<file path="src/rtl/video_timing_controller.sv">
`default_nettype none
// ============================================================================
// Module   : video_timing_controller
// Purpose  : Runtime-reconfigurable raster timing generator. Produces
//            hsync/vsync/de, active-area pixel coordinates and frame/line
//            strobes. Timing fields are staged in a shadow set through a
//            valid/ready config port and copied into the active set only at
//            the last pixel of a frame, so a mode change never tears a frame.
// Revision : 1.0 - initial release
// ----------------------------------------------------------------------------
// Ports
//   clock        in   pixel clock
//   reset        in   synchronous, active-high
//   cfg_valid    in   config write request
//   cfg_ready    out  request accepted when valid & ready (low while pending)
//   cfg_addr     in   0..3 H fields, 4..7 V fields, 8 COMMIT, 9..15 ignored
//   cfg_data     in   field value (low H_BITS / V_BITS used)
//   cfg_pending  out  commit accepted, waiting for frame end
//   cfg_applied  out  1-cycle pulse: shadow copied into active set
//   cfg_error    out  1-cycle pulse: commit rejected (total too large)
//   video_de     out  active pixel
//   video_hsync  out  horizontal sync region
//   video_vsync  out  vertical sync region
//   pixel_x      out  active-area column, 0 outside active area
//   pixel_y      out  active-area row, 0 outside active area
//   frame_start  out  pulse at h=0, v=0
//   line_start   out  pulse at every h=0
// ============================================================================
module video_timing_controller #(
  parameter int H_BITS      = 12,
  parameter int V_BITS      = 11,
  parameter int DEF_HSYNC   = 40,
  parameter int DEF_HBACK   = 220,
  parameter int DEF_HACTIVE = 1280,
  parameter int DEF_HFRONT  = 110,
  parameter int DEF_VSYNC   = 5,
  parameter int DEF_VBACK   = 20,
  parameter int DEF_VACTIVE = 720,
  parameter int DEF_VFRONT  = 5
) (
  input  logic              clock,
  input  logic              reset,
  input  logic              cfg_valid,
  output logic              cfg_ready,
  input  logic [3:0]        cfg_addr,
  input  logic [15:0]       cfg_data,
  output logic              cfg_pending,
  output logic              cfg_applied,
  output logic              cfg_error,
  output logic              video_de,
  output logic              video_hsync,
  output logic              video_vsync,
  output logic [H_BITS-1:0] pixel_x,
  output logic [V_BITS-1:0] pixel_y,
  output logic              frame_start,
  output logic              line_start
);

  // Totals are formed two bits wider than the fields so that the sum of four
  // fields can never wrap and the "exceeds counter range" test is exact.
  localparam int c_HW = H_BITS + 2;
  localparam int c_VW = V_BITS + 2;

  localparam logic [c_HW-1:0] c_H_LIMIT = {2'b01, {H_BITS{1'b0}}};
  localparam logic [c_VW-1:0] c_V_LIMIT = {2'b01, {V_BITS{1'b0}}};

  // Field order inside each set: 0 sync, 1 back porch, 2 active, 3 front porch
  localparam logic [H_BITS-1:0] c_DEF_H [4] = '{
    H_BITS'(DEF_HSYNC), H_BITS'(DEF_HBACK), H_BITS'(DEF_HACTIVE), H_BITS'(DEF_HFRONT)
  };
  localparam logic [V_BITS-1:0] c_DEF_V [4] = '{
    V_BITS'(DEF_VSYNC), V_BITS'(DEF_VBACK), V_BITS'(DEF_VACTIVE), V_BITS'(DEF_VFRONT)
  };

  logic [H_BITS-1:0] r_act_h [4];
  logic [V_BITS-1:0] r_act_v [4];
  logic [H_BITS-1:0] r_sh_h  [4];
  logic [V_BITS-1:0] r_sh_v  [4];

  logic [H_BITS-1:0] r_hcnt;
  logic [V_BITS-1:0] r_vcnt;
  logic              r_pending;
  logic              r_applied;
  logic              r_error;
  logic              r_de;
  logic              r_hsync;
  logic              r_vsync;
  logic [H_BITS-1:0] r_px;
  logic [V_BITS-1:0] r_py;
  logic              r_frame_start;
  logic              r_line_start;

  // --------------------------------------------------------------------------
  // Active-set geometry
  // --------------------------------------------------------------------------
  logic [c_HW-1:0] w_h_total, w_h_de_start, w_h_de_end, w_hcnt_ext, w_h_off;
  logic [c_VW-1:0] w_v_total, w_v_de_start, w_v_de_end, w_vcnt_ext, w_v_off;
  logic            w_h_last, w_v_last, w_frame_end;
  logic            w_h_in_de, w_v_in_de, w_de;

  assign w_hcnt_ext   = {2'b00, r_hcnt};
  assign w_vcnt_ext   = {2'b00, r_vcnt};
  assign w_h_de_start = {2'b00, r_act_h[0]} + {2'b00, r_act_h[1]};
  assign w_h_de_end   = w_h_de_start + {2'b00, r_act_h[2]};
  assign w_h_total    = w_h_de_end + {2'b00, r_act_h[3]};
  assign w_v_de_start = {2'b00, r_act_v[0]} + {2'b00, r_act_v[1]};
  assign w_v_de_end   = w_v_de_start + {2'b00, r_act_v[2]};
  assign w_v_total    = w_v_de_end + {2'b00, r_act_v[3]};

  assign w_h_last    = (w_hcnt_ext == w_h_total - 1'b1);
  assign w_v_last    = (w_vcnt_ext == w_v_total - 1'b1);
  assign w_frame_end = w_h_last & w_v_last;

  assign w_h_in_de = (w_hcnt_ext >= w_h_de_start) && (w_hcnt_ext < w_h_de_end);
  assign w_v_in_de = (w_vcnt_ext >= w_v_de_start) && (w_vcnt_ext < w_v_de_end);
  assign w_de      = w_h_in_de & w_v_in_de;
  assign w_h_off   = w_hcnt_ext - w_h_de_start;
  assign w_v_off   = w_vcnt_ext - w_v_de_start;

  // --------------------------------------------------------------------------
  // Config port decode
  // --------------------------------------------------------------------------
  logic              w_fire;
  logic [H_BITS-1:0] w_h_wval;
  logic [V_BITS-1:0] w_v_wval;
  logic [c_HW-1:0]   w_sh_h_total;
  logic [c_VW-1:0]   w_sh_v_total;
  logic              w_commit_bad;

  assign cfg_ready = ~r_pending;
  assign w_fire    = cfg_valid & ~r_pending;

  // A zero field is stored as 1 so every region lasts at least one cycle.
  assign w_h_wval = (cfg_data[H_BITS-1:0] == '0) ? H_BITS'(1) : cfg_data[H_BITS-1:0];
  assign w_v_wval = (cfg_data[V_BITS-1:0] == '0) ? V_BITS'(1) : cfg_data[V_BITS-1:0];

  assign w_sh_h_total = {2'b00, r_sh_h[0]} + {2'b00, r_sh_h[1]}
                      + {2'b00, r_sh_h[2]} + {2'b00, r_sh_h[3]};
  assign w_sh_v_total = {2'b00, r_sh_v[0]} + {2'b00, r_sh_v[1]}
                      + {2'b00, r_sh_v[2]} + {2'b00, r_sh_v[3]};
  assign w_commit_bad = (w_sh_h_total > c_H_LIMIT) || (w_sh_v_total > c_V_LIMIT);

  // --------------------------------------------------------------------------
  // Raster counters, shadow/active sets and commit handling
  // --------------------------------------------------------------------------
  always_ff @(posedge clock) begin
    if (reset) begin
      r_hcnt    <= '0;
      r_vcnt    <= '0;
      r_act_h   <= c_DEF_H;
      r_act_v   <= c_DEF_V;
      r_sh_h    <= c_DEF_H;
      r_sh_v    <= c_DEF_V;
      r_pending <= 1'b0;
      r_applied <= 1'b0;
      r_error   <= 1'b0;
    end else begin
      r_applied <= 1'b0;
      r_error   <= 1'b0;

      if (w_h_last) begin
        r_hcnt <= '0;
        r_vcnt <= w_v_last ? '0 : r_vcnt + 1'b1;
      end else begin
        r_hcnt <= r_hcnt + 1'b1;
      end

      // Counters wrap to 0 on this same edge, so the new set starts cleanly
      // at the top-left pixel. Shadow is left intact for re-commits.
      if (r_pending && w_frame_end) begin
        r_act_h   <= r_sh_h;
        r_act_v   <= r_sh_v;
        r_pending <= 1'b0;
        r_applied <= 1'b1;
      end

      // Fire implies !pending, so this never collides with the apply above.
      if (w_fire) begin
        if (cfg_addr[3] == 1'b0) begin
          if (cfg_addr[2] == 1'b0) begin
            r_sh_h[cfg_addr[1:0]] <= w_h_wval;
          end else begin
            r_sh_v[cfg_addr[1:0]] <= w_v_wval;
          end
        end else if (cfg_addr == 4'd8) begin
          if (w_commit_bad) begin
            r_error <= 1'b1;
          end else begin
            r_pending <= 1'b1;
          end
        end
      end
    end
  end

  // --------------------------------------------------------------------------
  // Registered video outputs (one cycle behind the counters)
  // --------------------------------------------------------------------------
  always_ff @(posedge clock) begin
    if (reset) begin
      r_de          <= 1'b0;
      r_hsync       <= 1'b0;
      r_vsync       <= 1'b0;
      r_px          <= '0;
      r_py          <= '0;
      r_frame_start <= 1'b0;
      r_line_start  <= 1'b0;
    end else begin
      r_de          <= w_de;
      r_hsync       <= (r_hcnt < r_act_h[0]);
      r_vsync       <= (r_vcnt < r_act_v[0]);
      r_px          <= w_de ? w_h_off[H_BITS-1:0] : '0;
      r_py          <= w_de ? w_v_off[V_BITS-1:0] : '0;
      r_frame_start <= (r_hcnt == '0) && (r_vcnt == '0);
      r_line_start  <= (r_hcnt == '0);
    end
  end

  assign cfg_pending = r_pending;
  assign cfg_applied = r_applied;
  assign cfg_error   = r_error;
  assign video_de    = r_de;
  assign video_hsync = r_hsync;
  assign video_vsync = r_vsync;
  assign pixel_x     = r_px;
  assign pixel_y     = r_py;
  assign frame_start = r_frame_start;
  assign line_start  = r_line_start;

  // Upper data bits and offset carry bits are intentionally unused.
  logic w_unused;
  assign w_unused = ^{cfg_data, w_h_off[c_HW-1:H_BITS], w_v_off[c_VW-1:V_BITS]};

endmodule
`default_nettype wire

</file>
<file path="config.mk">
export PLATFORM = sky130hd
export DESIGN_NAME = video_timing_controller
export DESIGN_NICKNAME = d
export VERILOG_FILES = /design/src/rtl/video_timing_controller.sv
export SDC_FILE = /design/constraint.sdc
export NUM_CORES = 1
export LEC_CHECK = 0
export BUFFER_PORTS_ARGS = -buffer_cell sky130_fd_sc_hd__buf_2
export CORE_MARGIN = 2
export CORE_UTILIZATION = 30
export DETAILED_ROUTE_END_ITERATION = 10
export GPL_ROUTABILITY_DRIVEN = 1
export HOLD_SLACK_MARGIN = 0.1
export PLACE_DENSITY_LB_ADDON = 0.1
export SYNTH_ARGS = -nofsm -noshare
export SYNTH_HDL_FRONTEND = slang
export SYNTH_SLANG_ARGS = --single-unit
</file>
<file path="constraint.sdc">
create_clock -name clock -period 17.8 [get_ports clock]
set_input_delay 1.78 -clock clock [delete_from_list [all_inputs] [get_ports clock]]
set_output_delay 1.78 -clock clock [all_outputs]
set_load 0.01 [all_outputs]
</file>
### Word level (Yosys, flattened, before mapping)

Index checks and enable logic that the tools add are counted.
W data, S select, Z words.

* register bits after elaboration: 238
* bits of input ports: 23
* output and inout bits: 32
* word-level logic and storage cells: 100

* add/subtract/negate cells: 18
* magnitude comparators: 10
* equal/unequal tests: 3
* muxes and demuxes: 16
* bitwise logic cells: 10
* reductions and logical operators: 15

Operator list (count)
* $bwmux W48: 1
* $bwmux W44: 1
* $mux W11: 3
* $add A13 B12 Y14: 2
* $add A14 B12 Y14: 2
* $add A12 B11 Y13: 2
* $add A12 B12 Y13: 2
* $add A13 B11 Y13: 2
* $add A11 B11 Y12: 2
* $demux W12 S2: 1
* $logic_not A12 Y1: 2
* $mux W12: 2
* $demux W11 S2: 1
* $logic_not A11 Y1: 2
* $eq A12 B14 Y1: 1
* $gt A14 B13 Y1 const B: 1
* $lt A12 B14 Y1: 1
* $sub A14 B1 Y14 const B: 1
* $eq A11 B13 Y1: 1
* $ge A12 B13 Y1: 1
* $gt A13 B12 Y1 const B: 1
* $lt A11 B13 Y1: 1
* $sub A13 B1 Y13 const B: 1
* $add A12 B1 Y12 const B: 1
* 18 further kinds: 37

### Depth between registers and ports, before layout

Gate-level depths: netlist (run 1).

* depth after elaboration: 12
* depth in mapped cells: 31
* gate-level depth less buffers: 27

### Worst setup path after synthesis (run 1)

Ideal clock, no wire load.

* path type: flip-flop to flip-flop
* start point: register r_act_h[25] in the netlist's numbering
* end point: register r_vcnt[9]
* library setup time: 0.125 ns
* arrival: 5.605 ns
* data required time: 17.675 ns
* path slack: 12.070 ns
* stages on the path, launching flop included: 32
* buffers on the path: 4
* period minus slack after synthesis: 5.730 ns
* cells stage by stage: dfxtp_1 -> ha_1 -> a21o_1 -> a21oi_1 -> nor2b_1 -> o21a_1 -> o311ai_0 -> nand3_1 -> nor2_1 -> xnor2_1 -> ha_1 -> buf_1 -> and3_1 -> a21oi_1 -> o21ai_0 -> o21ai_0 -> nand2b_1 -> xnor2_1 -> ha_1 -> inv_1 -> ha_1 -> a21o_1 -> a31o_1 -> nor3_1 -> or2_0 -> and3_1 -> o2111ai_2 -> buf_2 -> buf_2 -> buf_2 -> o31ai_1 -> a21oi_1

* word-level cells in the longest chain between the ends: 5

RTL lines
* start, declared: line 75 `logic [H_BITS-1:0] r_act_h [4];`
* start signal, assigned: line 150 `r_act_h <= c_DEF_H;`
* start signal, assigned: line 171 `r_act_h <= r_sh_h;`
* $add A12 B12 Y13: line 103 `assign w_h_de_start = {2'b00, r_act_h[0]} + {2'b00, r_act_h[1]};`
* $add A13 B12 Y14: line 104 `assign w_h_de_end = w_h_de_start + {2'b00, r_act_h[2]};`
* $add A14 B12 Y14: line 105 `assign w_h_total = w_h_de_end + {2'b00, r_act_h[3]};`
* $sub A14 B1 Y14: line 110 `assign w_h_last = (w_hcnt_ext == w_h_total - 1'b1);`
* $eq A12 B14 Y1: line 110
* end signal, assigned: line 163 `r_vcnt <= w_v_last ? '0 : r_vcnt + 1'b1;`
* end, declared: line 81 `logic [V_BITS-1:0] r_vcnt;`

No other way between the ends.
A chain may end at the register's enable or synchronous reset.

### Worst setup path in the final report (run 1)

* start point: register r_act_h[25] in the netlist's numbering
* end point: register r_act_h[2] in the netlist's numbering

* word-level cells in the longest chain between the ends: 7

RTL lines
* $add A12 B12 Y13: line 103
* $add A13 B12 Y14: line 104
* $add A14 B12 Y14: line 105
* $sub A14 B1 Y14: line 110
* $eq A12 B14 Y1: line 110
* $and A1 B1 Y1: line 112 `assign w_frame_end = w_h_last & w_v_last;`
* $logic_and A1 B1 Y1: line 170 `if (r_pending && w_frame_end) begin`

No other way between the ends.

==> out/qor.csv, run 1 <==
stage,metric,value,unit
worst_hold_path,hold_end,r_act_h[16],
finish,layoutNonFillerInstCount,2758,
clock_network,ctsResizeCount,0,
power,p_clk_frac,0.505,
worst_hold_path,min_path_type,flop to flop,
logic_synthesis,ys_warn_count,0,
power,power_frac_comb,0.065,
place,placed_cells,2705,
logic_synthesis,synthTopCellsByCount,"nand2_1 (278), dfxtp_1 (238), ha_1 (186)",
clock_network,clkTransAtPathRegs,60,ps
critical_path,cp_slowest_cell,a2111oi_0,
sta,hold_viol,0,
finish,ff_latch_area,4765,um^2
critical_path,path_max_fanout,45,
critical_path,r2r-start,r_act_h[25],
logic_synthesis,yosysSeqAreaShare,0.2842,
finish,multiInputGateArea,11030,um^2
clock_network,clockBufferDepth,3,
grt,grt_pass1_wl,77.30,mm
critical_path,path_common_cell,ha_1,
worst_hold_path,hold_start,r_act_h[16],
floorplanning,dieWidth,240.4,um
sta,period_share,0.4112,
finish,drive_gt1_frac,0.06219,
sta,worst_pin_slew,1071,ps
routing,drc,0,
finish,area_growth,11.25,%
floorplanning,start_util,0.3037,
logic_synthesis,synth_seq_cells,238,
run_status,status,completed,
logic_synthesis,synth_cell_types,72,
power,p_int,0.0009546,W
flow_run,maxCapViolations,0,
clock_network,cts_max_level,1,
logic_synthesis,avgSynthCellArea,8.420,um^2
critical_path,rr_worst_depth,26,
sta,setup_slack,10480,ps
sta,setup_viol,0,
grt,grt_pass1_vias,13535,
logic_synthesis,netlist_area,16760,um^2
place,io_buffer_count,50,
logic_synthesis,synthMuxAreaShare,0.04978,
worst_hold_path,worstHoldPathCells,2,
routing,postRouteAntennaNets,0,
power,swShare,0.2439,
logic_synthesis,ys_top_cells_by_area,"dfxtp_1 (28%), ha_1 (14%), fa_1 (6.4%)",
power,p_per_area,67.70,nW/um^2
routing,drt_iter0_drc,715,
critical_path,critPathArrivalTime,7830,ps
sta,slew_viol_final,0,
floorplanning,die_h,240.4,um
sta,final.setup.tns,0,ps
logic_synthesis,post-synth-top-count-cell,nand2_1,
place,pre_cts_slack,10560,ps
clock_network,numCtsBuffers,31,
clock_network,clk_latency,580,ps
critical_path,cp-end-kind,flop,
power,p_sw,0.0003079,W
critical_path,critPathLaunchType,flop,
logic_synthesis,synth_flop_cell,dfxtp_1,
clock_network,holdBufCountCts,0,
logic_synthesis,synthSimpleGateAreaFrac,0.1941,
routing,viasPerCell,4.910,
critical_path,critical_path.top_delay_family,compound AO/OA/AOI/OAI gates,
critical_path,r2r_slack,10480,ps
routing,routed_wirelength,48.60,mm
logic_synthesis,syn_inst,1991,
routing,drtPass1Iterations,5,
critical_path,critical_path_required,18310,ps
floorplanning,ios,55,
grt,antenna_found_initial,0,
logic_synthesis,synth-xor-area-share,0.05851,
logic_synthesis,syn_nets,2254,
grt,grt_overflow,0,
logic_synthesis,async_flop_share,0,
logic_synthesis,synth_top_family_by_area,adder cells,
logic_synthesis,synth_top_area_share,0.2842,
power,static-leakage-power,7.845,nW
sta,min_period,7320,ps
routing,vias,13543,
place,gp_congestion,0.8449,
critical_path,r2r_end,r_act_h[2],
place,hpwl,37.15,mm
clock_network,post_cts_buffers,0,
sta,fin_worst_skew,18.14,ps
floorplanning,rows,86,
logic_synthesis,synth_edf_count,0,
grt,grt_usage,0.1713,
critical_path,setup.worst_path.class,flop to flop,
power,p_seq_frac,0.430,
clock_network,cts_root_buf,clkbuf_16,
power,vdd_ir_drop_max,0.00007262,V
clock_network,cts_tree,yes,
sta,rsz0062_at_grt,false,
floorplanning,fp.dieArea,57790,um^2
finish,nets,2253,
sta,slew_headroom,0.2863,
floorplanning,core_area,55200,um^2
logic_synthesis,synthAdderAreaFrac,0.2033,
grt,grt_max_degree,80,
sta,worst_hold_slack,463.0,ps
routing,avgRoutedWirePerCell,17.62,um
critical_path,worst-path-buf-inv,2,
clock_network,cts.sinks,238,
sta,fmax,0.1366,GHz
logic_synthesis,synth_area_leader_cell,dfxtp_1,
critical_path,slowest_delay,870,ps
logic_synthesis,synth_compound_area_frac,0.1510,
finish,n_antenna_cell,0,
finish,fillCellCount,5739,
## flip-flops by register name, summed over array words and instances, names as in the netlist
signal,count
r_vcnt,11
video_de,1
frame_start,1
r_sh_v,44
cfg_pending,1
cfg_error,1
video_hsync,1
r_sh_h,48
pixel_y,11
r_act_h,48
video_vsync,1
r_act_v,44
pixel_x,12
line_start,1
cfg_applied,1
r_hcnt,12
## cell usage in the layout (no fill, tap or decap), types with 41 or more instances in the layout
cell	instances
buf_2	49
a21oi_1	127
nand3_1	54
xor2_1	44
nor2_1	136
mux2i_1	80
inv_1	155
xnor2_1	68
or4_1	41
fa_1	54
o31ai_1	43
o21ai_0	51
ha_1	186
dfxtp_1	238
nand2_1	278
## logic make-up (layout without fill, tap and decap cells)
kind of cell | after synthesis | in the layout
simple gates | 685 | 685
compound gates | 385 | 385
buf+inv | 248 | 267
fa+ha+maj | 240 | 240
flops | 238 | 238
xor+xnor | 112 | 112
mux | 83 | 83
## cell type report
cell class / instances / share of cell area
Clock buffer: 43 / 0.04562
Clock inverter: 10 / 0.008855
Inverter: 156 / 0.03153
Multi-Input combinational cell: 1505 / 0.5916
Sequential cell: 238 / 0.2555
Tap cell: 748 / 0.05018
Timing Repair Buffer: 58 / 0.01677
## power groups by stage
stage                     logic [W]  clock network, W  registers [W]
after floorplan           0.0000572                 0       0.000553
after global placement    0.0000819                 0       0.000555
after detailed placement  0.0000827                 0       0.000555
after CTS                 0.0000833          0.000656       0.000543
after global routing      0.0000924          0.000680       0.000544
final                     0.0000820          0.000637       0.000543
## worst register-to-register path: cells and delay by family (launching register included)
family | cells | cell delay [ps]
xor+xnor | 1 | 150
buf+inv | 2 | 690
simple gates | 7 | 1340
mux | 1 | 310
flops | 1 | 430
fa+ha+maj | 4 | 1240
compound gates | 11 | 3080
## per-layer routing
layer  track usage  share of wire
met2        0.2502           0.40
met3       0.02055          0.036
met4       0.04310          0.020
met5             0              0
met1        0.2629           0.54
## through the flow
| stage | cell area [um^2] | utilization | power, W |
|---|---|---|---|
| 2_1_floorplan | 16760 | - | 0.0006104 |
| 3_3_place_gp | 17630 | 0.3195 | 0.0006366 |
| 3_5_place_dp | 17630 | 0.3195 | 0.0006375 |
| 4_1_cts | 18650 | 0.3379 | 0.001282 |
| 5_1_grt | 18650 | 0.3379 | 0.001316 |
| 6_report | 18650 | 0.3379 | 0.001263 |
## worst max path at each step
stage	start	to	slack, ps	cells past startpoint
floorplan	r_act_h[25]	r_vcnt[9]	12070	31
global placement	r_act_h[25]	r_act_h[36]	10660	26
detailed placement	r_act_h[25]	r_act_h[2]	10560	26
CTS	r_act_h[25]	r_act_h[2]	10520	26
global route	r_act_h[25]	r_act_h[2]	9910	26
finish	r_act_h[25]	r_act_h[2]	10480	26
No activity file was read; power rests on OpenSTA's default activity.
==> run 2: changes to the inputs <==
- clock period: 17.8 -> 6.2 ns (I/O delays scaled with it)
==> out/qor.csv, run 2 (synthesized netlist as in run 1, its figures left out) <==
stage,metric,value,unit
floorplanning,dieWidth,240.4,um
sta,worst_pin_slew,1040,ps
finish,reg.largest.list,"r_act_h: 48 flops, r_sh_h: 48 flops",
critical_path,critical_path.top_delay_family,compound AO/OA/AOI/OAI gates,
place,placed_cells,2797,
grt,use_met2,0.2565,
power,static-leakage-power,8.454,nW
clock_network,cts_tree,yes,
sta,min_period,5932,ps
grt,grt_pass1_vias,13613,
routing,avgRoutedWirePerCell,17.10,um
critical_path,path_max_fanout,7,
sta,slew_viol_final,0,
critical_path,critPathArrivalTime,6370,ps
worst_hold_path,min_path_type,input pin to flop,
routing,viasPerCell,4.886,
routing,postRouteAntennaNets,0,
clock_network,cts.sinks,238,
grt,grt_usage,0.1705,
place,gp_congestion,0.8205,
critical_path,critPathLaunchType,flop,
routing,vias,13983,
grt,gr-usage-met1,0.2579,
finish,area_growth,18.69,%
power,power.total,0.003517,W
floorplanning,ios,55,
clock_network,numCtsBuffers,29,
place,hpwl,38.20,mm
grt,use_met3,0.01814,
floorplanning,fp.dieArea,57790,um^2
clock_network,clkTransAtPathRegs,60,ps
flow_run,maxCapViolations,0,
grt,grt_overflow,0,
critical_path,r2r_slack,270,ps
grt,grt_max_degree,64,
routing,drt_iter0_drc,798,
sta,setup_viol,0,
clock_network,cts_max_level,1,
finish,nets,2355,
floorplanning,core_area,55200,um^2
sta,fmax,0.1686,GHz
sta,slew_headroom,0.3056,
finish,fillCellCount,5744,
run_status,status,completed,
critical_path,critical_path_required,6630,ps
power,vdd_ir_drop_max,0.0001985,V
critical_path,setup.worst_path.class,flop to flop,
power,p_per_area,176.8,nW/um^2
sta,final.setup.tns,0,ps
routing,drc,0,
grt,top_usage_layer,met1,
clock_network,clk_latency,570,ps
sta,hold_viol,0,
grt,antenna_found_initial,0,
finish,n_antenna_cell,0,
critical_path,path_common_cell,ha_1,
critical_path,worst-path-buf-inv,6,
clock_network,cts_root_buf,clkbuf_16,
clock_network,clockBufferDepth,3,
place,postPlaceCellArea,18400,um^2
sta,fin_worst_skew,21.58,ps
finish,final_cell_area,19900,um^2
place,io_buffer_count,50,
routing,drtPass1Iterations,6,
finish,final_cell_mix,"nand2_1 (278), dfxtp_1 (234), ha_1 (180), inv_1 (153), nor2_1 (132)",
sta,period_share,0.9567,
floorplanning,start_util,0.3037,
critical_path,cp_slowest_cell,dfxtp_1,
grt,grt_pass1_wl,77.31,mm
critical_path,cp-end-kind,flop,
finish,final_common_cell,nand2_1,
routing,routed_wirelength,48.95,mm
floorplanning,rows,86,
floorplanning,die_h,240.4,um
critical_path,slowest_delay,430,ps
clock_network,holdBufCountCts,0,
finish,drive_gt1_frac,0.1353,
finish,layoutNonFillerInstCount,2862,
## run 2: cell count changes in the layout (fill, tap and decap cells not counted), sizes merged
cell | before | now
inv | 157 | 156
buf | 58 | 159
clkinv | 2 | 8
bufinv | 4 | 2
## run 2: where the power goes
group	leakage, nW	switching [W]	internal, W	total (W)
Combinational	6.06	0.000151	0.0000864	0.000238
Sequential	1.92	0.0000164	0.00154	0.00156
Clock	0.473	0.000698	0.00102	0.00172
Total	8.45	0.000866	0.00265	0.00352
## run 2: routing by layer
layer  wire length, um  up-vias
li1                  -     7145
met1             25770     6578
met2             20430      209
met3              1759       51
met4               994        0
met5                 0        -
## run 2: final timing paths
check,cells after the start,from,endpoint
setup / recovery,27,r_act_v[23],r_act_h[0]
hold / removal,3,cfg_data[11],r_sh_h[35]
setup reg to reg,27,r_act_v[23],r_act_h[0]
hold reg to reg,2,r_act_h[24],r_act_h[24]
## run 2: worst reg2reg max path: cells and delay by family (launching register included)
kind	cells	cell delay (ps)
xor gates and xnor gates	1	240
AOI/OAI and AO/OA	12	2230
buffers and inverters	6	910
adders and majority gates	4	1250
DFF	1	430
and+or+nand+nor	4	780
## run 2: timing repair
item	in CTS	in global routing
pin swaps	1	32
cloned	1	4
setup endpoints to repair	116	116
gates resized for setup	17	69
buffers inserted	1	6
## run 2: final cells by class
class / instances / area [um^2] / area share
clock buffer: 40 / 837.1 / 0.04207
clock inverter: 13 / 133.9 / 0.006728
inverter: 156 / 588.1 / 0.02955
multi-input combinational: 1505 / 11350 / 0.5703
sequential: 238 / 4772 / 0.2398
tap: 748 / 935.9 / 0.04704
timing repair buffer: 162 / 1284 / 0.06452
## run 2: metrics by stage
stage          utilization  hold WS, ps  setup slack, ps
6_report            0.3605        346.6            268.4
4_1_cts             0.3527        308.8            13.77
3_5_place_dp        0.3333        453.4           -304.9
5_1_grt             0.3605        340.8           -66.51
3_3_place_gp        0.3333        459.4           -191.8
2_1_floorplan            -        439.1            470.2
==> run 3: changes to the inputs <==
- ABC_AREA: unset -> 1
==> out/qor.csv, run 3 <==
stage,metric,value,unit
run_status,status,completed,
critical_path,r2r_slack,420,ps
routing,postRouteAntennaNets,0,
power,power_frac_comb,0.083,
logic_synthesis,synthTopCellsByCount,"nand2_1 (506), inv_1 (485), dfxtp_1 (238)",
grt,grt_pass1_vias,15254,
critical_path,setup.worst_path.class,flop to flop,
logic_synthesis,synth-xor-area-share,0.05014,
clock_network,numCtsBuffers,30,
logic_synthesis,ys_top_cells_by_area,"dfxtp_1 (27%), ha_1 (13%), nand2_1 (11%)",
power,static-leakage-power,9.786,nW
grt,use_met2,0.2744,
critical_path,path_max_fanout,92,
logic_synthesis,post-synth-top-count-cell,nand2_1,
logic_synthesis,synth_area_leader_cell,dfxtp_1,
grt,grt_overflow,0,
grt,grt_max_degree,93,
finish,ff_latch_area,4768,um^2
power,vdd_ir_drop_max,0.0002378,V
finish,n_antenna_cell,0,
sta,final.setup.tns,0,ps
critical_path,critical_path_required,6670,ps
floorplanning,core_area,57920,um^2
routing,drc,0,
sta,setup_viol,0,
floorplanning,dieWidth,246.3,um
finish,drive_gt1_frac,0.05230,
finish,fillCellCount,6349,
finish,final_cell_mix,"nand2_1 (506), inv_1 (484), dfxtp_1 (237), nor2_1 (208), a21oi_1 (193)",
logic_synthesis,ys_warn_count,0,
sta,slew_viol_final,0,
finish,reg.largest.list,"r_act_h: 48 flops, r_sh_h: 48 flops",
critical_path,critPathArrivalTime,6250,ps
sta,fin_worst_skew,19.44,ps
clock_network,clockBufferDepth,3,
grt,antenna_found_initial,0,
sta,hold_viol,0,
finish,nets,2801,
place,hpwl,40.23,mm
grt,use_met3,0.01721,
logic_synthesis,netlist_area,17620,um^2
clock_network,cts_tree,yes,
power,p_per_area,183.6,nW/um^2
sta,setup_slack,420.6,ps
logic_synthesis,async_flop_share,0,
floorplanning,fp.dieArea,60680,um^2
grt,grt_pass1_wl,82.81,mm
sta,worst_pin_slew,1064,ps
power,p_seq_frac,0.436,
clock_network,cts_root_buf,clkbuf_16,
floorplanning,ios,55,
finish,final_cell_area,19580,um^2
power,p_clk_frac,0.481,
logic_synthesis,avgSynthCellArea,6.999,um^2
grt,gr-usage-met1,0.2484,
place,postPlaceCellArea,18600,um^2
logic_synthesis,synth_top_area_share,0.2705,
sta,period_share,0.9322,
routing,vias,15241,
logic_synthesis,synth_compound_area_frac,0.1126,
logic_synthesis,synth_cell_types,44,
clock_network,clkTransAtPathRegs,60,ps
flow_run,maxCapViolations,0,
finish,multiInputGateArea,10600,um^2
routing,drtPass1Iterations,5,
logic_synthesis,synthMuxAreaShare,0,
sta,min_period,5779,ps
worst_hold_path,min_path_type,input pin to flop,
logic_synthesis,synth_top_family_by_area,simple AND/OR/NAND/NOR gates,
critical_path,slowest_delay,410,ps
clock_network,clk_latency,580,ps
routing,avgRoutedWirePerCell,15.32,um
clock_network,cts.sinks,238,
grt,top_usage_layer,met2,
logic_synthesis,synthAdderAreaFrac,0.1935,
floorplanning,rows,88,
floorplanning,start_util,0.3042,
sta,rsz0062_at_grt,false,
power,p_sw,0.0009420,W
logic_synthesis,synth_edf_count,0,
power,p_int,0.002652,W
critical_path,cp_slowest_cell,fa_1,
power,swShare,0.2621,
logic_synthesis,syn_inst,2517,
routing,drt_iter0_drc,876,
logic_synthesis,synth_seq_cells,238,
clock_network,cts_max_level,1,
finish,area_growth,11.13,%
finish,final_common_cell,nand2_1,
routing,viasPerCell,4.581,
grt,grt_usage,0.1714,
place,pre_cts_slack,448.4,ps
place,io_buffer_count,50,
floorplanning,die_h,246.3,um
logic_synthesis,synth_flop_cell,dfxtp_1,
logic_synthesis,yosysSeqAreaShare,0.2705,
critical_path,cp-end-kind,flop,
place,gp_congestion,0.8549,
sta,slew_headroom,0.2830,
logic_synthesis,synthSimpleGateAreaFrac,0.2445,
critical_path,critPathLaunchType,flop,
sta,fmax,0.1730,GHz
routing,routed_wirelength,50.98,mm
logic_synthesis,syn_nets,2780,
[run 3: path summary, 6_finish.rpt]
check	startpoint	to	cells after the start
worst min register to register	r_act_h[5]	r_act_h[5]	2
worst max-delay path	r_act_h[24]	r_act_h[13]	31
worst max register to register	r_act_h[24]	r_act_h[13]	31
worst min-delay path	cfg_data[5]	r_sh_v[16]	3
[run 3: through the flow]
step                power (W)  hold slack, ps    util  instances
CTS                  0.003662           335.1  0.3377       3326
floorplan            0.001806           428.9       -       2517
finish               0.003594           370.7  0.3380       3327
global route         0.003764           349.1  0.3380       3327
global placement     0.001896           444.3  0.3211       3270
detailed placement   0.001900           446.0  0.3211       3270
[run 3: cells by family (layout without fill, tap and decap cells)]
kind of cell               Yosys count  after routing
DFF                                238            238
AOI/OAI and AO/OA                  370            370
and+or+nand+nor                    998            998
xor gates and xnor gates           100            100
adders and majority gates          240            240
buffers and inverters              571            616
[run 3: layer usage]
layer	vias up	part of all wire
met5	-	0
met4	0	0.018
met3	48	0.026
met2	156	0.44
met1	6945	0.52
li1	8092	-
[run 3: layout make-up]
type	instances	area share
Tap cell	765	0.04889
Clock buffer	48	0.04646
Timing Repair Buffer	66	0.02211
Sequential cell	238	0.2436
Clock inverter	8	0.002684
Multi-Input combinational cell	1708	0.5414
Inverter	494	0.09484
[run 3: worst max-delay path: cells and delay by family, from the launching register on]
kind                       cells  cell delay, ps
DFF                            1             310
and+or+nand+nor               12            1480
AOI/OAI and AO/OA              8            1190
adders and majority gates      5            1610
xor gates and xnor gates       2             430
buffers and inverters          4             590
[run 3: power by group through the flow]
stage               Clock [W]  Sequential, W  Combinational, W
floorplan                   0        0.00159          0.000211
global placement            0        0.00160          0.000296
detailed placement          0        0.00160          0.000300
CTS                   0.00179        0.00157          0.000302
global route          0.00185        0.00157          0.000343
finish                0.00173        0.00157          0.000298
[run 3: what timing repair did]
| action | CTS | global route |
|---|---|---|
| hold buffers | 0 | 0 |
| gates resized for setup | 0 | 0 |
| buffers inserted | 0 | 1 |
| setup endpoints to repair | 0 | 1 |
